## src/rtl/multi_ce_pkg.sv

```systemverilog
// Shared limits and the elaboration-time scale helper for the multi-channel
// fractional clock-enable generator.
package multi_ce_pkg;

  localparam int MAX_CH    = 8;
  localparam int MIN_ACC_W = 16;
  localparam int MAX_ACC_W = 48;

  // Phase increment per Hz: floor(2^acc_w / input_freq); 0 flags an unusable setup.
  function automatic longint unsigned calc_scale(input longint unsigned input_freq,
                                                 input int unsigned       acc_w);
    if (input_freq == 0) return 64'd0;
    return (64'd1 << acc_w) / input_freq;
  endfunction

endpackage

```

## src/rtl/ce_nco_channel.sv

```systemverilog
// One NCO clock-enable channel: rate->inc register, phase accumulator, and the
// clear/run/step priority. CE_RATE_LATCH_EN defers rate updates to period boundaries.
module ce_nco_channel #(
  parameter int              ACC_W  = 32,
  parameter int              RATE_W = 12,
  parameter longint unsigned SCALE  = 1
) (
  input  logic              clk,
  input  logic              i_rst,
  input  logic [RATE_W-1:0] i_rate,
  input  logic              i_run,
  input  logic              i_step,
  input  logic              i_sync_clr,
  output logic              o_ce
);

  localparam logic [ACC_W-1:0] SCALE_W = ACC_W'(SCALE);

  logic [ACC_W-1:0] r_acc;
  logic [ACC_W-1:0] r_inc;
  logic             r_ce;

  logic [ACC_W-1:0] w_rate_ext;
  logic [ACC_W-1:0] w_inc_next;
  logic [ACC_W:0]   w_sum;
  logic [ACC_W-1:0] w_acc_next;
  logic             w_ce_next;
  logic             w_inc_upd;

  assign w_rate_ext = ACC_W'(i_rate);
  assign w_inc_next = w_rate_ext * SCALE_W;
  assign w_sum      = {1'b0, r_acc} + {1'b0, r_inc};

  // NOTE: every always_comb output gets a default first, so no path can infer a latch.
  always_comb begin
    w_acc_next = r_acc;
    w_ce_next  = 1'b0;
    if (i_sync_clr) begin
      w_acc_next = '0;
    end else if (i_run) begin
      {w_ce_next, w_acc_next} = w_sum;
    end else begin
      w_ce_next = i_step;
    end
  end

`ifdef CE_RATE_LATCH_EN
  // A zero increment never produces a boundary, so it must be allowed to update freely.
  assign w_inc_upd = w_ce_next || !i_run || (r_inc == '0);
`else
  assign w_inc_upd = 1'b1;
`endif

  // NOTE: state uses non-blocking assignments so every register samples pre-edge values.
  always_ff @(posedge clk) begin
    if (i_rst) begin
      r_acc <= '0;
      r_inc <= '0;
      r_ce  <= 1'b0;
    end else begin
      r_acc <= w_acc_next;
      r_ce  <= w_ce_next;
      if (w_inc_upd) r_inc <= w_inc_next;
    end
  end

  assign o_ce = r_ce;

endmodule

```

## src/rtl/multi_ce_generator.sv

```systemverilog
// NUM_CH independent fractional clock-enable generators sharing rst and sync_clr.
// Optional macro CE_RATE_LATCH_EN: rate changes take effect at period boundaries.
module multi_ce_generator
  import multi_ce_pkg::*;
#(
  parameter int INPUT_FREQ = 25_000_000,
  parameter int NUM_CH     = 2,
  parameter int ACC_W      = 32,
  parameter int RATE_W     = 12
) (
  input  logic                     clk,
  input  logic                     rst,
  input  logic [NUM_CH*RATE_W-1:0] rate,
  input  logic [NUM_CH-1:0]        run,
  input  logic [NUM_CH-1:0]        step,
  input  logic                     sync_clr,
  output logic [NUM_CH-1:0]        ce
);

  localparam longint unsigned SCALE = calc_scale(longint'(INPUT_FREQ), ACC_W);

  if (SCALE == 0) begin : g_err_scale
    $error("multi_ce_generator: SCALE is 0, INPUT_FREQ too large for ACC_W");
  end
  if (NUM_CH < 1 || NUM_CH > MAX_CH) begin : g_err_ch
    $error("multi_ce_generator: NUM_CH out of range");
  end
  if (ACC_W < MIN_ACC_W || ACC_W > MAX_ACC_W) begin : g_err_acc
    $error("multi_ce_generator: ACC_W out of range");
  end

  for (genvar g = 0; g < NUM_CH; g++) begin : g_ch
    ce_nco_channel #(
      .ACC_W  (ACC_W),
      .RATE_W (RATE_W),
      .SCALE  (SCALE)
    ) u_ch (
      .clk        (clk),
      .i_rst      (rst),
      .i_rate     (rate[g*RATE_W +: RATE_W]),
      .i_run      (run[g]),
      .i_step     (step[g]),
      .i_sync_clr (sync_clr),
      .o_ce       (ce[g])
    );
  end

endmodule

```

## config.mk

```make
export PLATFORM = sky130hd
export DESIGN_NAME = multi_ce_generator
export DESIGN_NICKNAME = d
export VERILOG_FILES = /design/src/rtl/multi_ce_pkg.sv /design/src/rtl/ce_nco_channel.sv /design/src/rtl/multi_ce_generator.sv
export SDC_FILE = /design/constraint.sdc
export NUM_CORES = 1
export LEC_CHECK = 0
export ABC_AREA = 1
export BUFFER_PORTS_ARGS = -buffer_cell sky130_fd_sc_hd__buf_2
export CORE_UTILIZATION = 28
export DETAILED_ROUTE_END_ITERATION = 10
export GPL_ROUTABILITY_DRIVEN = 0
export PLACE_DENSITY = 0.41
export SETUP_SLACK_MARGIN = 0.15
export SLEW_MARGIN = 20
export SYNTH_ARGS = -nofsm -noshare
export SYNTH_HDL_FRONTEND = slang
export SYNTH_SLANG_ARGS = --single-unit
```

## constraint.sdc

```tcl
create_clock -name clk -period 6.2 [get_ports clk]
set_clock_uncertainty 0.1 [all_clocks]
set_input_delay 0.31 -clock clk [delete_from_list [all_inputs] [get_ports clk]]
set_output_delay 0.31 -clock clk [all_outputs]
set_load 0.05 [all_outputs]
```

==> reports/metrics.cfg <==
[sta]
finalCritPeriodShare_pct = 57.4
drv_slew = 0
rsz0062_at_grt = no
max_freq_mhz = 281
tightest_slew_ns = 0.895
relSlewSlack_pct = 40.3
fin_crit_ns = 3.56
setup_viol_count_final = 0
fin_tns_setup_ns = 0
hold_viol_final = 0

[power_and_ir_drop]
clock_power_share_pct = 20.0
powerDensity_nw_per_um2 = 271
netSwitchingFraction_pct = 45.4
power.switching_mw = 1.43
cellLeakagePower_nw = 6.29
p_int_mw = 1.72
ir_drop_uv = 119
pwr-share-seq_pct = 26.8
p_comb_share_pct = 53.2

[setup_path]
critPathMaxFanout = 6
cp.required_ns = 6.39
crit_type = input pin to flip-flop
critPathBufInv = 3
cp-start-kind = input pin
max_stage_delay_ns = 0.55
critical_path.top_delay_family = adder cells
path_cells = buf_2 -> ha_1 -> fa_1 -> fa_1 -> inv_1 -> fa_1 -> inv_1 -> ha_1 -> nand2_1 -> nor2_1 -> nand2_1 -> nand2_1 -> nand2_1 -> nand2_1 -> nand2_1 -> nand3_1 -> nand2_1 -> nor2_1
slowest_stage = fa_1
r2r_start = g_ch[1].u_ch.r_acc[0]
regToRegSetupSlack_ns = 3.78
arrival_ns = 3.75
reg2regPathDepth = 13
crit_top_cell = nand2_1
worstReg2RegEnd = g_ch[1].u_ch.r_acc[22]
endpoint_kind = flip-flop

[synthesis]
post-synth-top-count-cell = nand2_1
synth_ff_type = dfxtp_1
synth_top_area_share_pct = 20.0
synth_edf_count = 0
synth.distinct_cells = 34
ys_seq_elements = 106
yosys_warnings = 0
avgSynthCellArea_um2 = 6.70
synth.net_count = 1820
ys_top_cells_by_count = 339 x nand2_1, 307 x inv_1, 202 x nor2_1, 158 x ha_1, 116 x nand3_1
syn_area_um2 = 10600
syn-instance-count = 1583
synth_area_leader_cell = dfxtp_1
yosysSeqAreaShare_pct = 20.0
synthArstFlopShare_pct = 0
yosys-top-cells-area = dfxtp_1 20%, ha_1 19%, nand2_1 12%

[hold_path]
whs_endpoint = g_ch[1].u_ch.o_ce
hold_class = input pin to flip-flop
holdPathStages = 3
worstHoldStart = step[1]

[detailed_routing]
via_per_inst = 4.36
ant_nets = 0
wirelength_mm = 26.4
drc = 0
wire_per_inst_um = 12.5
drt-pass1-iter-count = 5
drt-initial-drc-count = 511
vias = 9198

[final_layout]
num-nets-final = 1840
instances_no_fill = 2112
drive_above_1_share_pct = 4.23
fin_util_pct = 31.4
diodes = 0
area_growth_pct = 9.47

[grt]
grt_pass1_wl_mm = 45.6
grt.overflow.total = 0
antenna_found_initial = 0
grt_usage_pct = 14.6
grt_max_degree = 47
grt_pass1_vias = 9112

[floorplan]
ioPinCount = 33
rows = 70
start_util_pct = 28.7
die-area_um2 = 38700
die_h_um = 197
core_um2 = 37000
die_w_um = 197

[cts]
post_cts_resized = 0
ctsHoldBuffers = 0
htreeDepth = 3
cts_setup_buffers = 0
clkSinkCount = 106
clk_path_buf_depth = 2
numCtsBuffers = 9
clk_latency_ns = 0.37
cts_tree = yes
cts-root-buf = clkbuf_16
clkSlewWorstSetupHoldPaths_ns = 0.08

[run]
drv_cap = 0

[placement]
io_buffers = 32
dp_hpwl_mm = 21.7
dp.cells = 2096

[status]
outcome = finished, final reports clean

metal layers:
layer | track usage (%) | vias to the layer above | wire length, µm
met3 | 1.45 | 10 | 444
met5 | 0 | - | 0
met4 | 3.04 | 0 | 210
met2 | 23.0 | 71 | 11000
li1 | - | 5043 | -
met1 | 21.3 | 4074 | 14800
worst max path at each step:
stage	cells after the start	start	end
final	18	rate[13]	g_ch[1].u_ch.r_inc[18]
after CTS	16	rate[16]	g_ch[1].u_ch.r_inc[18]
after global placement	15	rate[3]	g_ch[0].u_ch.r_inc[19]
after floorplan	15	rate[16]	g_ch[1].u_ch.r_inc[16]
after detailed placement	16	rate[16]	g_ch[1].u_ch.r_inc[18]
after global routing	18	rate[13]	g_ch[1].u_ch.r_inc[18]
power by group through the flow:
stage | clock [mW] | combinational (mW) | sequential (mW)
finish | 0.630 | 1.67 | 0.844
global route | 0.679 | 1.97 | 0.856
CTS | 0.658 | 1.69 | 0.845
detailed placement | 0 | 1.68 | 0.860
global placement | 0 | 1.70 | 0.861
floorplan | 0 | 1.30 | 0.826
flip-flops by register name, indices dropped and copies added, names as in the netlist:
register         count
g_ch.u_ch.r_acc     64
g_ch.u_ch.o_ce       2
g_ch.u_ch.r_inc     40
cell type report:
type,count,area [µm²]
fillers,4153,25300
multi-input cells,1144,7220
flip-flops and latches,106,2120
inverters,309,1160
well taps,504,631
clock buffers,10,239
repair buffers,33,168
clock inverters,6,72.6
cells by family (layout without fill, tap and decap cells):
| kind of cell | after synthesis | count (layout) | share of synthesized area [%] |
|---|---|---|---|
| simple gates | 703 | 703 | 27.5 |
| fa+ha+maj | 206 | 206 | 27.7 |
| compound gates | 210 | 210 | 10.7 |
| buf+inv | 333 | 358 | 12.0 |
| flops | 106 | 106 | 20.0 |
| xor+xnor | 25 | 25 | 2.06 |
cells in the final DEF, fill, tap and decap left out, types with 2 or more instances in the layout:
cell type and n:
nor2_4 2, clkbuf_16 9, nor3_1 17, nor2_1 201
o21bai_1 10, nor3_2 4, a21o_1 11, dfxtp_1 106
inv_1 307, nor2_2 2, a21oi_1 110, nand2_2 3
nand4_1 7, nand3_2 5, inv_2 2, o21ai_1 9
inv_6 2, nor4_1 3, xor2_1 21, buf_2 32
o21a_1 6, xnor2_1 4, a211oi_1 3, a31oi_1 3
and2_1 3, nand2_1 339, fa_1 48, o21ai_0 56
ha_1 158, nand3_1 116
per-stage QoR:
stage                     hold slack, ns  total power [mW]  worst slack (ns)  cell area (µm²)
final                             0.0913              3.15              2.64            11600
after global routing              0.0870              3.51              2.39            11600
after CTS                         0.0732              3.20              2.65            11600
after detailed placement           0.365              2.54              2.26            11300
after global placement             0.351              2.56              2.34            11300
after floorplan                    0.317              2.13              2.68            10600
worst min-delay path: cells and delay by family:
| family | cells | cell delay, ns |
|---|---|---|
| simple gates | 1 | 0.05 |
| compound gates | 1 | 0.06 |
| buf+inv | 1 | 0.10 |
Power figures use the tool's default switching activity.
